<file path="config.mk">
export PLATFORM = sky130hd
export DESIGN_NAME = prbs11_seq_ctrl
export DESIGN_NICKNAME = d
export VERILOG_FILES = /design/src/rtl/prbs_seq_pkg.sv /design/src/rtl/prbs_os_counter.sv /design/src/rtl/prbs11_seq_ctrl.sv
export SDC_FILE = /design/constraint.sdc
export NUM_CORES = 1
export LEC_CHECK = 0
export CAP_MARGIN = 15
export CORE_UTILIZATION = 48
export CTS_BUF_LIST = sky130_fd_sc_hd__clkbuf_4
export CTS_CLUSTER_SIZE = 30
export DETAILED_ROUTE_END_ITERATION = 7
export PLACE_DENSITY = 0.85
export SLEW_MARGIN = 30
export SYNTH_ARGS = -nofsm -noshare
export SYNTH_HDL_FRONTEND = slang
export SYNTH_HIERARCHICAL = 1
export SYNTH_SLANG_ARGS = --single-unit
</file>
<file path="constraint.sdc">
create_clock -name clk -period 2.5 [get_ports clk]
set_clock_uncertainty 0.05 [all_clocks]
set_input_delay 0.25 -clock clk [delete_from_list [all_inputs] [get_ports clk]]
set_output_delay 0.25 -clock clk [all_outputs]
set_load 0.03 [all_outputs]
</file>
<file path="src/rtl/prbs_seq_pkg.sv">
// prbs_seq_pkg: shared state enum, error codes and ordered-set length for the PRBS11 sequencer
package prbs_seq_pkg;
  typedef enum logic [2:0] {S_IDLE, S_PRBS, S_DRAIN, S_TS, S_DONE, S_ERROR} state_e;
  localparam logic [1:0] ERR_NONE    = 2'b00;
  localparam logic [1:0] ERR_TIMEOUT = 2'b01;
  localparam logic [1:0] ERR_SKEW    = 2'b10;
  localparam int OS_BITS = 448;
endpackage

</file>
<file path="src/rtl/prbs_os_counter.sv">
// prbs_os_counter: saturating ordered-set counter with clear, increment and threshold flags
module prbs_os_counter #(
  parameter int CNT_W  = 10,
  parameter int OS_MIN = 4,
  parameter int OS_MAX = 1023
) (
  input  logic             clk,
  input  logic             reset,
  input  logic             clr_i,
  input  logic             inc_i,
  output logic [CNT_W-1:0] count_o,
  output logic             at_min_o,
  output logic             at_max_o
);
  logic [CNT_W-1:0] count_q, count_d;
  assign at_min_o = count_q >= CNT_W'(OS_MIN);
  assign at_max_o = count_q >= CNT_W'(OS_MAX);
  assign count_d  = clr_i ? '0 : (inc_i && !at_max_o) ? count_q + 1'b1 : count_q;
  assign count_o  = count_q;
  always_ff @(posedge clk or posedge reset)
    if (reset) count_q <= '0;
    else count_q <= count_d;
endmodule

</file>
<file path="src/rtl/prbs11_seq_ctrl.sv">
// prbs11_seq_ctrl: Gen4 PRBS11 ordered-set phase sequencer for lanes 0/1 with exit-on-boundary and timeout.
// Define PRBS_SKEW_CHECK_EN to flag lane skew when the two lanes' ordered-set pulses disagree.
module prbs11_seq_ctrl
  import prbs_seq_pkg::*;
#(
  parameter int OS_MIN = 4,
  parameter int OS_MAX = 1023,
  parameter int CNT_W  = 10
) (
  input  logic             clk,
  input  logic             reset,
  input  logic             start,
  input  logic             abort,
  input  logic             os_sent_l0,
  input  logic             os_sent_l1,
  input  logic             rx_locked,
  input  logic             ts_done,
  output logic             prbs_en_l0,
  output logic             prbs_en_l1,
  output logic             ts_en,
  output logic             busy,
  output logic             done,
  output logic             err,
  output logic [1:0]       err_code,
  output logic [CNT_W-1:0] os_count
);
  state_e     state_q, state_d;
  logic [1:0] err_code_q, err_code_d, code_new;
  logic       start_q, prbs_en_q, ts_en_q, busy_q, done_q, err_q;
  logic       active, rise, skew, timeout, at_min, at_max;
  assign active = state_q == S_PRBS || state_q == S_DRAIN;
  assign rise   = start && !start_q;
`ifdef PRBS_SKEW_CHECK_EN
  assign skew = active && (os_sent_l0 != os_sent_l1);
`else
  logic unused_l1;
  assign unused_l1 = os_sent_l1;
  assign skew      = 1'b0;
`endif
  // Timeout fires on the pulse that brings the count up to OS_MAX (or finds it already there).
  assign timeout = os_sent_l0 && (at_max || os_count == CNT_W'(OS_MAX - 1));
  prbs_os_counter #(.CNT_W(CNT_W), .OS_MIN(OS_MIN), .OS_MAX(OS_MAX)) u_cnt (
    .clk      (clk),
    .reset    (reset),
    .clr_i    (state_d == S_IDLE),
    .inc_i    (active && os_sent_l0),
    .count_o  (os_count),
    .at_min_o (at_min),
    .at_max_o (at_max)
  );
  always_comb begin
    state_d  = state_q;
    code_new = ERR_NONE;
    case (state_q)
      S_IDLE:  state_d = rise ? S_PRBS : S_IDLE;
      S_PRBS: begin
        if (skew) begin
          state_d  = S_ERROR;
          code_new = ERR_SKEW;
        end else if (at_min && rx_locked) state_d = S_DRAIN;
        else if (timeout) begin
          state_d  = S_ERROR;
          code_new = ERR_TIMEOUT;
        end
      end
      S_DRAIN: begin
        if (skew) begin
          state_d  = S_ERROR;
          code_new = ERR_SKEW;
        end else if (os_sent_l0) state_d = S_TS;
      end
      S_TS:    state_d = ts_done ? S_DONE : S_TS;
      S_DONE:  state_d = start ? S_DONE : S_IDLE;
      S_ERROR: state_d = start ? S_ERROR : S_IDLE;
      default: state_d = S_IDLE;
    endcase
    if (abort) state_d = S_IDLE;
    err_code_d = state_d != S_ERROR ? ERR_NONE : state_q == S_ERROR ? err_code_q : code_new;
  end
  // Outputs are registered from the next state so they change on the same edge as the state.
  always_ff @(posedge clk or posedge reset)
    if (reset) begin
      state_q    <= S_IDLE;
      err_code_q <= ERR_NONE;
      start_q    <= 1'b0;
      prbs_en_q  <= 1'b0;
      ts_en_q    <= 1'b0;
      busy_q     <= 1'b0;
      done_q     <= 1'b0;
      err_q      <= 1'b0;
    end else begin
      state_q    <= state_d;
      err_code_q <= err_code_d;
      start_q    <= start;
      prbs_en_q  <= state_d == S_PRBS || state_d == S_DRAIN;
      ts_en_q    <= state_d == S_TS;
      busy_q     <= state_d == S_PRBS || state_d == S_DRAIN || state_d == S_TS;
      done_q     <= state_d == S_DONE;
      err_q      <= state_d == S_ERROR;
    end
  assign prbs_en_l0 = prbs_en_q;
  assign prbs_en_l1 = prbs_en_q;
  assign ts_en      = ts_en_q;
  assign busy       = busy_q;
  assign done       = done_q;
  assign err        = err_q;
  assign err_code   = err_code_q;
endmodule

</file>
# Word level (Yosys, flattened, before mapping)
# Index checks and enable logic that the tools add are counted.
[totals]
mem_bits_ro = 0
n_memories = 0
inputBits = 8
regBits = 21
latch_bits = 0
wordCells = 55
ramBits = 0
[classes]
order_cmp = 2
muxes = 16
addsub = 1
n_mul = 0
div = 0
eq_ne = 13
n_reduce_logical = 14
n_shift = 0
bitwise = 0
[ops]
columns = ["cell", "n"]
rows = [
  ["two-way mux 3 bit", 7],
  ["two-way mux 10 bit", 2],
  ["one-hot mux 3 bit (6 select lines)", 1],
  ["== test 3 x 2 -> 1 bit, second input constant", 4],
  ["== test 3 bit, second input constant", 4],
  ["adder 10 x 1 -> 10 bit, second input constant", 1],
  ["== test 10 bit, second input constant", 1],
  [">= comparator 10 bit, second input constant", 1],
  [">= comparator 10 x 3 -> 1 bit, second input constant", 1],
  ["== test 3 x 1 -> 1 bit, second input constant", 2],
  ["zero test 3 bit", 2],
  ["two-way mux 2 bit", 3],
  ["logical AND 1 bit", 5],
  ["logical OR 1 bit", 4],
  ["two-way mux 1 bit", 3],
  ["!= test 3 bit, second input constant", 1],
  ["zero test 1 bit", 2],
  ["!= test 2 bit, second input constant", 1],
  ["nonzero test 2 bit", 1],
]

# Logic depth before layout (Yosys ltp)
# Gate-level depths: netlist of the first run.
[depth]
word_depth = 10
depth_mapped = 12
depth_no_buf = 10

# Modules after synthesis
# The synthesis of the first run kept the hierarchy.
[by_module_without_submodules]
columns = ["module", "area_each_um2", "cells_per_inst", "seq_area_each_um2", "instances"]
rows = [
  ["prbs_os_counter", 698.2, 79, 250.2, 1],
  ["prbs11_seq_ctrl", 575.6, 55, 250.2, 1],
]

# Worst setup path after synthesis of the first run
# No wires, ideal clock.
[synth_timing]
path_kind = "reg2reg"
start = "register u_cnt.count_q[2] (netlist: u_cnt/count_o[2])"
end = "register u_cnt.count_q[0] (netlist: u_cnt/count_o[0])"
n_path_buf = 2
period_less_slack_ns = 2.596
path_slack_ns = -0.096
arrival_ns = 2.418
stages_incl_launch_ff = 13
setup_time_ns = 0.128
t_required_ns = 2.322
path_cell_list = "dfrtp_1 -> clkbuf_2 -> nor4_1 -> nand2_1 -> and2_2 -> nand3b_1 -> a21oi_1 -> nor3_4 -> a21o_1 -> clkbuf_1 -> nor3b_1 -> a22oi_1 -> nand3_1"
[synth_between]
elab_cells_between_ends = 15
[synth_lines]
columns = ["item", "line_no", "rtl"]
rows = [
  ["start, declared", "prbs_os_counter.sv:15", "logic [CNT_W-1:0] count_q, count_d;"],
  ["start signal, assigned", "prbs_os_counter.sv:22", "else count_q <= count_d;"],
  [">= comparator 10 x 3 -> 1 bit (*)", "prbs_os_counter.sv:16", "assign at_min_o = count_q >= CNT_W'(OS_MIN);"],
  ["named net at_min", "prbs11_seq_ctrl.sv:30", "logic active, rise, skew, timeout, at_min, at_max;"],
  ["logical AND 1 bit (*)", "prbs11_seq_ctrl.sv:60", "end else if (at_min && rx_locked) state_d = S_DRAIN;"],
  ["two-way mux 3 bit (*)", "prbs11_seq_ctrl.sv:60", ""],
  ["one-hot mux 3 bit (6 select lines) (*)", "prbs11_seq_ctrl.sv:54", "case (state_q)"],
  ["two-way mux 3 bit (*)", "prbs11_seq_ctrl.sv:77", "if (abort) state_d = S_IDLE;"],
  ["zero test 3 bit (*)", "prbs11_seq_ctrl.sv:45", ".clr_i (state_d == S_IDLE),"],
  ["two-way mux 10 bit or nonzero test 2 bit (tied branches)", "--", ""],
]
# The timed path passes the listed nets; every way through them passes the cells marked *.
# A chain may end at the register's enable or synchronous reset.

# Worst setup path after layout of the first run
# Same ends and word-level chain as after synthesis.

==> results by group, run 1 <==
Worst setup path
  – Slowest cell on crit path: dfrtp_2
  – Worst setup path class: reg -> reg
  – Reg2reg path depth: 11
  – Worst path cell trace: nor4_4 > nand2_1 > and2_2 > a2bb2oi_2 > a21oi_2 > nor3_4 > a21o_1 > buf_4 > nor3b_4 > o21ai_0 > nand3_1
  – Critical path launch point type: register
  – CP required: 2690 ps
  – Arrival time at the worst endpoint: 2590 ps
  – Critical path's largest stage delay: 440 ps
  – Worst R2R Setup Slack: 100 ps
  – Maximum fanout along the worst path: 7
  – Crit. End Element: register

Clock network
  – Sink Count: 20
  – # H-tree levels: 1
  – CTS tree: built
  – Clk root buf: clkbuf_4
  – Total CTS buffers: 3
  – Clk slew on worst S/H paths: 110 ps
  – Clk buf depth: 2
  – Clock latency on the worst-skew pair: 300 ps

Pwr
  – Clock network power share: 0.289
  – Int Power: 441 uW
  – Comb pwr share: 0.148
  – Max IR drop VDD: 0.385 mV
  – P per Cell Area: 353 mW/mm^2
  – Sw Share: 0.256
  – Leak pwr: 0.000709 uW
  – Pwr Total: 593 uW
  – Sequential Power Share: 0.563
  – NetSw: 152 uW

Yosys
  – Main synth FF type: dfrtp_1
  – Number of flops mapped to enable cells by yosys: 0
  – Syn Std Cell Area: 0.00127 mm^2
  – Mapped Nets: 144
  – Synth Register Bits: 20
  – Seq/Total Area, Yosys: 0.393
  – Synth Area per Inst: 9.51 um^2
  – Post-synth cell types: 50
  – Cells after Synth: 134
  – Ys async rst share: 1.00
  – Ys Warns: 6

Cells and area
  – Synth-to-layout area growth: 31.7%
  – Layout cells sized above 1: 0.268
  – Final #Nets: 179
  – Fill count: 197
  – Antenna Cells: 0
  – Final core occ: 0.671

Drt
  – Detailed Route Iter0 Violations: 42
  – TritonRoute pass-1 iters: 4
  – Via count: 1,147
  – Overall routed net length: 3000 um
  – DRT antenna net count: 0
  – Met3 WL: 146 um
  – Vias per inst: 5.79
  – Max layer used: met4
  – Met1 WL: 1290 um
  – WL per Instance: 15.1 um
  – Met2 wire len: 1530 um
  – Post-route DRC: 0

Timing
  – Highest Clock Rate: 417 MHz
  – Final Hold Viols: 0
  – Final setup fails: 0
  – Min Tclk post-route: 2400 ps
  – RSZ-0062 raised after global routing: true
  – Tcrit/Tclk final: 0.958
  – Final Max Slew Viols: 0

Floorplanning
  – Initial Util: 0.510
  – Die Area: 0.00286 mm^2
  – Die height: 53.5 um
  – Core area: 0.00250 mm^2
  – Row count: 18
  – I/O pins: 26
  – Die Wd: 53.5 um

GRT
  – GRT Overall Usage: 0.244
  – Final global-route overflow total: 0
  – Largest net degree at the start of global routing: 12
  – Vias in the first global route: 1,083
  – First-pass GRT wire length: 4890 um
  – Initial antenna violation count: 0

Status
  – Outcome: completed

Min path
  – HP Class: in -> async

Placed design
  – DP HPWL: 2270 um
  – RePlAce Congestion: 0.935
  – Port bufs: 23

Flow run
  – Maxcap violations: 0
==> metrics by stage <==
| stage | instances | hold WS [ps] | setup slack (ps) | setup TNS, ps | area [um^2] |
|---|---|---|---|---|---|
| final | 198 | 178 | 104 | 0 | 1680 |
| after global routing | 198 | 193 | -18.5 | -32.6 | 1680 |
| after CTS | 197 | 187 | 33.5 | 0 | 1640 |
| after detailed placement | 192 | 498 | -9.55 | -9.55 | 1590 |
| after global placement | 192 | 502 | 85.5 | 0 | 1590 |
| after floorplan | 134 | 40.1 | 5.36 | 0 | 1280 |
==> critical path: cells and delay by family, from the launching register on <==
family,cells,cell delay (ps)
buffers and inverters,1,180
flip-flops,1,440
AO/OA/AOI/OAI,4,690
AND/OR/NAND/NOR,6,960
==> cells by family (layout without fill, tap and decap cells) <==
| kind of cell | count (synthesis) | count (layout) | synth area share |
|---|---|---|---|
| adder cells (fa/ha/maj) | 2 | 2 | 0.0196 |
| other | 1 | 1 | 0.00294 |
| flip-flops | 20 | 20 | 0.393 |
| multiplexers | 2 | 2 | 0.0177 |
| AND/OR/NAND/NOR | 63 | 63 | 0.299 |
| AO/OA/AOI/OAI | 31 | 31 | 0.209 |
| buffers and inverters | 15 | 49 | 0.0589 |
==> synth_stat cells (3+ instances only) <==
| cell type | count | area share |
|---|---|---|
| a31oi_1 | 3 | 0.015 |
| nor4_1 | 5 | 0.025 |
| a211oi_1 | 4 | 0.024 |
| nand2_1 | 6 | 0.018 |
| inv_1 | 8 | 0.024 |
| nor2b_1 | 6 | 0.029 |
| nand4_1 | 3 | 0.015 |
| nand2b_1 | 5 | 0.025 |
| a21oi_1 | 4 | 0.016 |
| nor3_1 | 3 | 0.012 |
| and2_1 | 3 | 0.015 |
| dfrtp_1 | 20 | 0.39 |
| nor2_1 | 12 | 0.035 |
| nand3_1 | 4 | 0.016 |
==> layout make-up <==
| type | instances | area (um^2) | share of cell area |
|---|---|---|---|
| multi-input cells | 99 | 743 | 0.443 |
| flip-flops and latches | 20 | 502 | 0.299 |
| repair buffers | 37 | 335 | 0.200 |
| well taps | 30 | 37.5 | 0.0224 |
| clock buffers | 4 | 30.0 | 0.0179 |
| inverters | 8 | 30.0 | 0.0179 |
==> state kept, by name, summed over array words and instances, names as in the netlist <==
register	count
busy	1
err_code	1
state_q	3
u_cnt/count_o	10
done	1
start_q	1
err	1
ts_en	1
prbs_en_l0	1
==> cell usage in the layout, fill, tap and decap left out, types with 3 or more instances in the layout <==
| master | Yosys | layout |
|---|---|---|
| a31oi_1 | 3 | 3 |
| clkdlybuf4s50_1 | 0 | 23 |
| nor3_1 | 3 | 3 |
| a211oi_1 | 4 | 4 |
| nor2_1 | 12 | 11 |
| a21oi_1 | 4 | 3 |
| and2_1 | 3 | 3 |
| nor2b_1 | 6 | 6 |
| nand4_1 | 3 | 3 |
| buf_4 | 2 | 14 |
| nand2b_1 | 5 | 5 |
| inv_1 | 8 | 8 |
| dfrtp_1 | 20 | 19 |
| nand3_1 | 4 | 4 |
| a21oi_2 | 2 | 3 |
| nand2_1 | 6 | 6 |
| clkbuf_4 | 0 | 4 |
==> path summary, 6_finish.rpt <==
kind                                              start                      endpoint
max                        u_cnt/count_o[2]$_DFFE_PP0P_  u_cnt/count_o[0]$_DFFE_PP0P_
min                                               reset          prbs_en_l0$_DFF_PP0_
max reg2reg                u_cnt/count_o[2]$_DFFE_PP0P_  u_cnt/count_o[0]$_DFFE_PP0P_
min reg2reg                     err_code[0]$_DFFE_PP0P_       err_code[0]$_DFFE_PP0P_
max in group asynchronous                         reset  u_cnt/count_o[2]$_DFFE_PP0P_
min in group clk                                  start             start_q$_DFF_PP0_
==> power groups by stage <==
stage / Sequential (uW) / Combinational (uW) / Clock, uW
6_report: 334 / 87.8 / 171
5_1_grt: 335 / 94.6 / 199
3_5_place_dp: 340 / 81.9 / 0
2_1_floorplan: 345 / 45.5 / 0
4_1_cts: 334 / 85.4 / 178
3_3_place_gp: 339 / 79.2 / 0
==> timing repair <==
item	4_1_cts	5_1_grt
pin swaps	1	4
buffers inserted	1	1
gates cloned	0	0
endpoints found under the setup margin	2	4
hold buffers	0	0
resized for setup	2	6
==> routing by layer <==
| metal | track usage | vias up |
|---|---|---|
| met4 | 0.0921 | 0 |
| li1 | - | 554 |
| met2 | 0.417 | 43 |
| met5 | 0 | - |
| met3 | 0.0460 | 4 |
| met1 | 0.302 | 546 |
Note: power is estimated with default switching activity, not from simulation.
==> run 2, diff against run 1 <==
--- a/config.mk
+++ b/config.mk
@@ -8,6 +8,7 @@
 export CAP_MARGIN = 15
 export CORE_UTILIZATION = 48
 export CTS_BUF_LIST = sky130_fd_sc_hd__clkbuf_4
+export CTS_CLUSTER_DIAMETER = 40
 export CTS_CLUSTER_SIZE = 30
 export DETAILED_ROUTE_END_ITERATION = 7
 export PLACE_DENSITY = 0.85
==> results of run 2 <==
No change in the layout: final DEF, timing and power equal those of run 1.
==> run 3, diff against run 2 <==
--- a/config.mk
+++ b/config.mk
@@ -12,6 +12,7 @@
 export CTS_CLUSTER_SIZE = 30
 export DETAILED_ROUTE_END_ITERATION = 7
 export PLACE_DENSITY = 0.85
+export REMOVE_ABC_BUFFERS = 1
 export SLEW_MARGIN = 30
 export SYNTH_ARGS = -nofsm -noshare
 export SYNTH_HDL_FRONTEND = slang
==> results by group, run 3 (synthesis results as in run 1) <==
Status
  – Outcome: completed

Pwr
  – NetSw: 159 uW (+5.0%)
  – Sw Share: 0.231 (-0.0247)
  – Comb pwr share: 0.125 (-0.023)
  – P per Cell Area: 412 mW/mm^2 (+17%)
  – Leak pwr: 0.000711 uW (+0.35%)
  – Sequential Power Share: 0.484 (-0.079)
  – Clock network power share: 0.392 (+0.103)
  – Int Power: 530 uW (+20%)
  – Max IR drop VDD: 0.416 mV (+8.0%)

Worst setup path
  – Crit. End Element: register
  – CP required: 2700 ps (about the same)
  – Critical path launch point type: register
  – Arrival time at the worst endpoint: 2560 ps (-30 ps)
  – Maximum fanout along the worst path: 12 (+5)
  – Worst setup path class: reg -> reg

Min path
  – HP Class: in -> async

Drt
  – WL per Instance: 15.2 um (+0.37%)
  – TritonRoute pass-1 iters: 4 (unchanged)
  – Post-route DRC: 0 (unchanged)
  – Vias per inst: 5.90 (+1.8%)
  – Detailed Route Iter0 Violations: 22 (-48%)
  – Overall routed net length: 2990 um (-0.13%)
  – Via count: 1,162 (+1.3%)
  – DRT antenna net count: 0 (unchanged)

Placed design
  – Port bufs: 23 (unchanged)
  – Setup WS pre-CTS: 26.4 ps (+36.0 ps)
  – Post-DP Area: 0.00157 mm^2 (-1.0%)
  – RePlAce Congestion: 0.909 (-2.8%)
  – DP HPWL: 2180 um (-3.7%)

Clock network
  – Clock latency on the worst-skew pair: 310 ps (about the same)
  – Post-CTS Hold Buffers: 0 (unchanged)
  – Sink Count: 20 (unchanged)
  – Clk slew on worst S/H paths: 130 ps (+20 ps)
  – CTS tree: built
  – Clk buf depth: 2 (unchanged)
  – Clk root buf: clkbuf_4
  – Total CTS buffers: 3 (unchanged)
  – # H-tree levels: 1 (unchanged)

Floorplanning
  – Die Area: 0.00286 mm^2 (unchanged)
  – I/O pins: 26 (unchanged)
  – Initial Util: 0.510 (unchanged)
  – Core area: 0.00250 mm^2 (unchanged)
  – Die Wd: 53.5 um (unchanged)
  – Row count: 18 (unchanged)
  – Die height: 53.5 um (unchanged)

Cells and area
  – Register area: 500 um^2 (-0.25%)
  – Layout cells sized above 1: 0.251 (-0.0164)
  – Multi-input combinational cell area: 722 um^2 (-2.9%)
  – Antenna Cells: 0 (unchanged)
  – Synth-to-layout area growth: 31.4%
  – Finished Cell Area: 0.00167 mm^2 (-0.22%)
  – Final core occ: 0.670 (-0.00150)
  – Final #Nets: 178 (-0.56%)
  – Fill count: 208 (+5.6%)
  – Most frequent cells in the layout: clkdlybuf4s50_1, dfrtp_1, nor2_1, buf_4, inv_1
  – Commonest non-fill, non-tap cell in the layout: clkdlybuf4s50_1
  – Max FFs per register: 10 (unchanged)

GRT
  – Largest net degree at the start of global routing: 13 (+1)
  – First-pass GRT wire length: 4820 um (-1.6%)
  – Vias in the first global route: 1,081 (-0.18%)
  – Final global-route overflow total: 0 (unchanged)
  – GRT Overall Usage: 0.234 (-0.0105)
  – Initial antenna violation count: 0 (unchanged)

Timing
  – Final setup fails: 0 (unchanged)
  – Tcrit/Tclk final: 0.945 (-0.0138)
  – Min Tclk post-route: 2360 ps (-34.4 ps)
  – Final Max Slew Viols: 0 (unchanged)
  – Final WS setup: 139 ps (+34.4 ps)
  – Highest Clock Rate: 423 MHz (+1.5%)
  – Final Hold Viols: 0 (unchanged)

Flow run
  – Maxcap violations: 0 (unchanged)
[run 3: metal layers]
layer / track usage / share of wire
met5: 0 / 0
met4: 0.110 / 0.016
met3: 0.0431 / 0.060
met2: 0.394 / 0.52
met1: 0.285 / 0.40
[run 3: final timing paths]
path | start | end | slack, ps | depth (start not counted)
worst max-delay path | u_cnt/count_o[7]$_DFFE_PP0P_ | u_cnt/count_o[0]$_DFFE_PP0P_ | 140 | 11
worst min-delay path | reset | prbs_en_l0$_DFF_PP0_ | 170 | 2
worst max register to register | u_cnt/count_o[7]$_DFFE_PP0P_ | u_cnt/count_o[0]$_DFFE_PP0P_ | 140 | 11
worst min register to register | err_code[0]$_DFFE_PP0P_ | err_code[0]$_DFFE_PP0P_ | 530 | 2
max in group asynchronous | reset | u_cnt/count_o[1]$_DFFE_PP0P_ | 1930 | 2
min in group clk | start | start_q$_DFF_PP0_ | 350 | 1
[run 3: repair_timing]
action,4_1_cts,5_1_grt
buffers inserted,0,3
pin swaps,0,3
resized for setup,1,6
gates cloned,0,0
endpoints found under the setup margin,1,4
[run 3: metrics by stage]
| step | setup TNS (ps) | instances | power (uW) | hold WS (ps) |
|---|---|---|---|---|
| after floorplan | -133 | 127 | 386 | 40.2 |
| after global placement | 0 | 190 | 415 | 497 |
| after detailed placement | 0 | 190 | 417 | 496 |
| after CTS | 0 | 194 | 686 | 181 |
| after global routing | -62.7 | 197 | 716 | 193 |
| final | 0 | 197 | 690 | 166 |
[run 3: final cells by class]
cell class,count,area share
Clock buffer,3,0.0135
Inverter,8,0.0179
Timing Repair Buffer,36,0.198
Clock inverter,1,0.0179
Multi-Input combinational cell,99,0.431
Sequential cell,20,0.299
Tap cell,30,0.0224
[run 3: power by group through the flow]
stage	registers, uW	logic, uW	clock network (uW)
final	334	86.0	270
after CTS	333	77.6	275
after detailed placement	340	77.4	0
after floorplan	347	38.9	0
after global placement	339	75.4	0
after global routing	335	93.2	288
[run 3: worst max-delay path, cell delays in order (launching register included)]
cell and delay, ps:
dfrtp_1 420, nor4_2 280, nand2_1 100, and2_2 230, a2bb2oi_2 170, a21oi_2 200
nor3_4 70, a21o_1 210, buf_6 160, nor3b_2 210, a22oi_1 90, nand3_1 90
